## src/rtl/regfile_scoreboard_pkg.sv

```systemverilog
// Shared constants and FSM state type for the register-file hazard scoreboard.
//   NREG      : number of architectural registers
//   AW        : register address width
//   CNT_W_DEF : default width of the saturating stall-cycle counter
//   sb_state_e: issue sequencer states (RUN, DRAIN, HALTED)
package regfile_scoreboard_pkg;

  localparam int unsigned NREG      = 8;
  localparam int unsigned AW        = 3;
  localparam int unsigned CNT_W_DEF = 16;

  typedef enum logic [1:0] {
    ST_RUN    = 2'd0,
    ST_DRAIN  = 2'd1,
    ST_HALTED = 2'd2
  } sb_state_e;

endpackage

```

## src/rtl/regfile_scoreboard_busy_bit.sv

```systemverilog
// Pending-write flag for one architectural register.
//   clk, reset : clock, asynchronous active-high reset
//   set_i      : an instruction writing this register issues this cycle
//   clr_i      : write-back to this register this cycle
//   busy_q_o   : registered pending-write flag
// A same-cycle set overrides the clear so a re-issued writer keeps the register busy.
module sb_busy_bit (
  input  logic clk,
  input  logic reset,
  input  logic set_i,
  input  logic clr_i,
  output logic busy_q_o
);

  logic busy_d;

  always_comb begin
    busy_d = (busy_q_o & ~clr_i) | set_i;
  end

  always_ff @(posedge clk or posedge reset) begin
    if (reset) begin
      busy_q_o <= 1'b0;
    end else begin
      busy_q_o <= busy_d;
    end
  end

endmodule

```

## src/rtl/regfile_scoreboard.sv

```systemverilog
// Decode-stage hazard scoreboard and issue sequencer for an 8 x 16-bit register file.
//   clk, reset            : clock, asynchronous active-high reset
//   issue_valid           : decode presents an instruction
//   src_addr / src_used   : source register and whether it is read
//   dst_addr / dst_used   : destination register and whether it is read
//   wr_en                 : instruction writes dst_addr at write-back
//   wb_valid / wb_addr    : write-back port
//   halt_req              : level request to stop issue and drain pending writes
//   stall, issue_fire     : combinational decode handshake
//   busy_mask             : registered per-register pending-write bits
//   drained               : registered, high while HALTED
//   stall_cycles          : registered saturating count of stalled issue cycles
module regfile_scoreboard
  import regfile_scoreboard_pkg::*;
#(
  parameter int unsigned CNT_W = CNT_W_DEF
) (
  input  logic              clk,
  input  logic              reset,
  input  logic              issue_valid,
  input  logic [AW-1:0]     src_addr,
  input  logic [AW-1:0]     dst_addr,
  input  logic              src_used,
  input  logic              dst_used,
  input  logic              wr_en,
  input  logic              wb_valid,
  input  logic [AW-1:0]     wb_addr,
  input  logic              halt_req,
  output logic              stall,
  output logic              issue_fire,
  output logic [NREG-1:0]   busy_mask,
  output logic              drained,
  output logic [CNT_W-1:0]  stall_cycles
);

  sb_state_e        state_q, state_d;
  logic             drained_q;
  logic [CNT_W-1:0] cnt_q, cnt_d;
  logic [NREG-1:0]  busy_q, wb_clr, busy_set, eff_busy;
  logic             hazard;

  // Write-back clears and issue sets, decoded one-hot per register.
  always_comb begin
    wb_clr   = '0;
    busy_set = '0;
    if (wb_valid) begin
      wb_clr[wb_addr] = 1'b1;
    end
    if (issue_fire & wr_en) begin
      busy_set[dst_addr] = 1'b1;
    end
  end

  // A register being written back this cycle is already free for readers.
  assign eff_busy = busy_q & ~wb_clr;
  assign hazard   = (src_used & eff_busy[src_addr])
                  | ((dst_used | wr_en) & eff_busy[dst_addr]);

  // Sequencer next state and stall.
  always_comb begin
    state_d = state_q;
    stall   = 1'b0;
    case (state_q)
      ST_RUN: begin
        stall = hazard;
        if (halt_req) state_d = ST_DRAIN;
      end
      ST_DRAIN: begin
        stall = 1'b1;
        if (!halt_req)           state_d = ST_RUN;
        else if (eff_busy == '0) state_d = ST_HALTED;
      end
      ST_HALTED: begin
        stall = 1'b1;
        if (!halt_req) state_d = ST_RUN;
      end
      default: begin
        state_d = ST_RUN;
      end
    endcase
    // Handshake is quiet while reset is held.
    if (reset) stall = 1'b0;
  end

  assign issue_fire = issue_valid & ~stall & ~reset;

  // Saturating stall counter.
  always_comb begin
    cnt_d = cnt_q;
    if (issue_valid & stall & (cnt_q != {CNT_W{1'b1}})) begin
      cnt_d = cnt_q + CNT_W'(1);
    end
  end

  always_ff @(posedge clk or posedge reset) begin
    if (reset) begin
      state_q   <= ST_RUN;
      drained_q <= 1'b0;
      cnt_q     <= '0;
    end else begin
      state_q   <= state_d;
      drained_q <= (state_d == ST_HALTED);
      cnt_q     <= cnt_d;
    end
  end

  for (genvar r = 0; r < NREG; r++) begin : g_busy
    sb_busy_bit u_busy (
      .clk      (clk),
      .reset    (reset),
      .set_i    (busy_set[r]),
      .clr_i    (wb_clr[r]),
      .busy_q_o (busy_q[r])
    );
  end

  assign busy_mask    = busy_q;
  assign drained      = drained_q;
  assign stall_cycles = cnt_q;

endmodule
```

## config.mk

```make
export PLATFORM = sky130hd
export DESIGN_NAME = regfile_scoreboard
export DESIGN_NICKNAME = d
export VERILOG_FILES = /design/src/rtl/regfile_scoreboard_pkg.sv /design/src/rtl/regfile_scoreboard_busy_bit.sv /design/src/rtl/regfile_scoreboard.sv
export SDC_FILE = /design/constraint.sdc
export NUM_CORES = 1
export LEC_CHECK = 0
export CAP_MARGIN = 5
export CORE_MARGIN = 1
export CORE_UTILIZATION = 53
export DETAILED_ROUTE_END_ITERATION = 12
export PLACE_DENSITY = 0.85
export SETUP_SLACK_MARGIN = 0.4
export SLEW_MARGIN = 20
export SYNTH_ARGS = -nofsm -noshare
export SYNTH_HDL_FRONTEND = slang
export SYNTH_SLANG_ARGS = --single-unit
```

## constraint.sdc

```tcl
create_clock -name clk -period 5.3 [get_ports clk]
set_clock_uncertainty 0.2 [all_clocks]
set_input_delay 1.06 -clock clk [delete_from_list [all_inputs] [get_ports clk]]
set_output_delay 1.06 -clock clk [all_outputs]
set_load 0.005 [all_outputs]
```

==> flow_summary_export.csv, run 1 <==
group,metric,value,unit
routing,wire_per_inst,15.5,µm
power_and_ir_drop,power_leakage,0.905,nW
worst_setup_path,reg2reg_depth,8,
worst_setup_path,worst-path-stages,6,
logic_synthesis,yosys_register_bits,27,
placed_design,gp_congestion,0.980,
power_and_ir_drop,clkPwrFrac,11.9,%
power_and_ir_drop,p_int,0.000460,W
sta,fmax,0.210,GHz
logic_synthesis,yosysUniqueCellTypes,46,
logic_synthesis,async_flop_share,100,%
final_layout,num-fill-cells,250,
die,initial_core_util,56.4,%
logic_synthesis,avgSynthCellArea,9.87,µm²
clock_network,htreeDepth,1,
sta,final-hold-violation-count,0,
power_and_ir_drop,seq_power_share,40.8,%
routing,drt-total-wl,3.94,mm
sta,fin_hold_ws,0.312,ns
placed_design,dp_hpwl,3.06,mm
worst_setup_path,cp_cell_sequence,"clkdlybuf4s50_1, nand4bb_1, a311o_1, a32oi_2, and3_2, clkdlybuf4s50_1",
sta,rsz0062_at_grt,"no",
sta,setup_viol,0,
sta,final_max_slew_viol_count,0,
hold_path,min_path_type,"flop to flop",
final_layout,drive_above_1_share,7.62,%
grt,use_met3,4.37,%
grt,antenna_found_initial,0,
worst_setup_path,worst-path-buf-inv,2,
clock_network,cts.clk_slew.worst_paths,0.15,ns
run,cap_viol_max_count,0,
grt,grt_overflow,0,
logic_synthesis,ys_seq_area_share,38.9,%
die,io_pins,44,
power_and_ir_drop,powerDensity,341,nW/µm²
outcome,status,"complete, no violations",
placed_design,placed_cell_area,2130,µm²
die,rows,20,
power_and_ir_drop,power_switching,0.000277,W
sta,post-route-min-period,4.77,ns
routing,route.detailed.drc,0,
grt,grt_use_total,25.0,%
power_and_ir_drop,peakVddDrop,0.000313,V
logic_synthesis,synth_edf_count,0,
grt,grt.met2_usage,43.2,%
routing,drtIter0Drc,168,
routing,dr_total_vias,1486,
final_layout,antennaDiodeCount,0,
clock_network,clock_sinks,27,
worst_setup_path,critPathTopFamily,"buffers and inverters",
clock_network,clock_latency,0.32,ns
logic_synthesis,ys.flop_type,"dfrtp_1",
worst_setup_path,rr_startpoint,"state_q[0]$_DFF_PP0_",
power_and_ir_drop,switching_share,37.6,%
clock_network,cts_max_path_buffers,2,
die,die-area,3510,µm²
worst_setup_path,worstSetupStartpointType,"input port",
sta,tns,0,ns
worst_setup_path,crit_slowest_cell,"clkdlybuf4s50_1",
final_layout,syn2layout_area_growth,24.4,%
sta,slew_headroom,54.9,%
placed_design,place.port_buffers,43,
clock_network,cts_tree,"built",
die,die_w,59.2,µm
hold_path,holdPathStages,1,
routing,firstDrtPassIters,4,
die,core_area,3080,µm²
logic_synthesis,synthesis.instances,176,
clock_network,clockRootBuffer,"clkbuf_4",
grt,first_global_vias,1508,
logic_synthesis,synth-warning-count,0,
clock_network,cts_buffers,3,
grt,grt_pass1_wl,6.59,mm
worst_setup_path,startpoint,"wb_addr[1]",
worst_setup_path,crit_fanout,12,
worst_setup_path,crit_arrival,3.51,ns
die,die_h,59.2,µm
power_and_ir_drop,pwr-share-comb,47.3,%
worst_setup_path,endpoint_kind,"primary output",
worst_setup_path,worstSetupPathType,"input port to primary output",
worst_setup_path,crit_required,4.04,ns
sta,fin_crit_sh,90.0,%
grt,grt_busiest_layer,"met2",
worst_setup_path,crit_path_max_incr_delay,0.63,ns
hold_path,hp-start,"stall_cycles[13]$_DFFE_PP0P_",
final_layout,nets,233,
final_layout,fin_area,2160,µm²
grt,grt_start_max_net_pins,28,
sta,worst_slew_pin_slew,0.676,ns
logic_synthesis,syn_nets,198,
routing,vias_per_cell,5.85,
logic_synthesis,synthesis.area,1740,µm²
worst_setup_path,path_common_cell,"clkdlybuf4s50_1",
grt,use_met1,30.5,%
routing,antenna_left,0,
-- placed cells by master (no fill, tap or decap), drive strengths merged, types with 2 or more instances in the layout --
master and n:
a21oi 4, nand2 14, ha 5, dfrtp 27
o21ai 8, nor2 7, and3 8, o311ai 2
nand4 11, mux2 2, and2 4, nand4bb 2
xnor2 14, o31ai 4, nand4b 3, nand3 9
a31oi 3, inv 10, nand2b 3, nor2b 4
clkbuf 3, a32oi 3, clkdlybuf4s50 42
-- power by group through the flow --
stage	combinational (W)	sequential [W]	clock, W
final	0.000348	0.000301	0.0000879
after global routing	0.000382	0.000307	0.000102
after CTS	0.000349	0.000300	0.0000915
after detailed placement	0.000347	0.000303	0
after global placement	0.000332	0.000299	0
after floorplan	0.000226	0.000294	0
-- per-layer routing --
metal	part of all wire, %	vias to the layer above
li1	-	698
met2	48	75
met1	42	705
met3	7.9	8
met4	1.7	0
met5	0	-
-- synth_stat cells, types with 2 or more instances --
cell type  instances  share of area (%)
and2_1             3                1.1
o311ai_0           2                1.0
inv_1             10                2.2
nand4b_1           2                1.0
a21oi_1            3               0.86
nand4_2            2                1.4
a32oi_1            2                1.0
nand2_1           14                3.0
and3_1             6                2.2
mux2_1             2                1.3
nand3_1            9                2.6
xnor2_1           14                7.1
o21ai_0            2               0.58
a31oi_1            3                1.1
nor2_1             7                1.5
o31ai_1            4                1.7
ha_1               5                3.6
nand4_1            9                3.2
nand4bb_1          2                1.3
buf_4             13                5.6
dfrtp_1           27                 39
nand2b_1           3                1.1
nor2b_1            4                1.4
o21ai_1            6                1.7
-- worst paths after layout --
kind	endpoint	slack, ns
min reg2reg	stall_cycles[13]$_DFFE_PP0P_	0.31
min	stall_cycles[13]$_DFFE_PP0P_	0.31
max reg2reg	stall_cycles[1]$_DFFE_PP0P_	2.49
max	issue_fire	0.53
min in group asynchronous	stall_cycles[15]$_DFFE_PP0P_	0.96
max in group asynchronous	g_busy[0].u_busy.busy_q_o$_DFF_PP0_	3.69
-- cells by family (layout without fill, tap and decap cells) --
kind of cell,Yosys count,in the layout,synth area share [%]
xor gates and xnor gates,15,15,7.57
buffers and inverters,24,58,8.00
DFF,27,27,38.9
and+or+nand+nor,68,68,24.5
muxes,3,3,1.87
AOI/OAI and AO/OA,34,34,15.6
adders and majority gates,5,5,3.60
-- registers in the layout (all words and copies together) (netlist names) --
name,count
drained,1
state_q,2
g_busy.u_busy.busy_q_o,8
stall_cycles,16
-- stage by stage --
| step | util [%] | instances | setup WS (ns) | total power, W |
|---|---|---|---|---|
| after global routing | 70.2 | 254 | 0.412 | 0.000791 |
| final | 70.2 | 254 | 0.529 | 0.000737 |
| after CTS | 70.1 | 254 | 0.547 | 0.000740 |
| after global placement | 69.1 | 250 | 0.667 | 0.000631 |
| after detailed placement | 69.1 | 250 | 0.543 | 0.000651 |
| after floorplan | - | 176 | 1.74 | 0.000520 |
-- area by class of cell --
class	instances	area (µm²)	share of cell area [%]
Multi-Input combinational cell	125	922	42.7
Sequential cell	27	676	31.3
Timing Repair Buffer	44	440	20.4
Tap cell	44	55.1	2.55
Inverter	10	37.5	1.74
Clock buffer	3	22.5	1.04
Clock inverter	1	7.51	0.347
-- repair_timing --
| action | in CTS | in global routing |
|---|---|---|
| gates resized for setup | 0 | 1 |
| setup buffers | 0 | 0 |
| hold buffers | 0 | 0 |
| endpoints found under the setup margin | 0 | 1 |
No activity file was read; power rests on OpenSTA's default activity.
==> run 2, diff against run 1 <==
--- a/config.mk
+++ b/config.mk
@@ -8,10 +8,10 @@
 export CAP_MARGIN = 5
 export CORE_MARGIN = 1
 export CORE_UTILIZATION = 53
+export CTS_CLUSTER_DIAMETER = 50
 export DETAILED_ROUTE_END_ITERATION = 12
 export PLACE_DENSITY = 0.85
 export SETUP_SLACK_MARGIN = 0.4
-export SLEW_MARGIN = 20
 export SYNTH_ARGS = -nofsm -noshare
 export SYNTH_HDL_FRONTEND = slang
 export SYNTH_SLANG_ARGS = --single-unit
==> results of run 2 <==
Same layout as run 1: the final DEF is identical, and so are final timing and power.
==> run 3, diff against run 2 <==
--- a/config.mk
+++ b/config.mk
@@ -6,7 +6,6 @@
 export NUM_CORES = 1
 export LEC_CHECK = 0
 export CAP_MARGIN = 5
-export CORE_MARGIN = 1
 export CORE_UTILIZATION = 53
 export CTS_CLUSTER_DIAMETER = 50
 export DETAILED_ROUTE_END_ITERATION = 12
==> results of run 3 <==
Same layout as run 1: the final DEF is identical, and so are final timing and power.
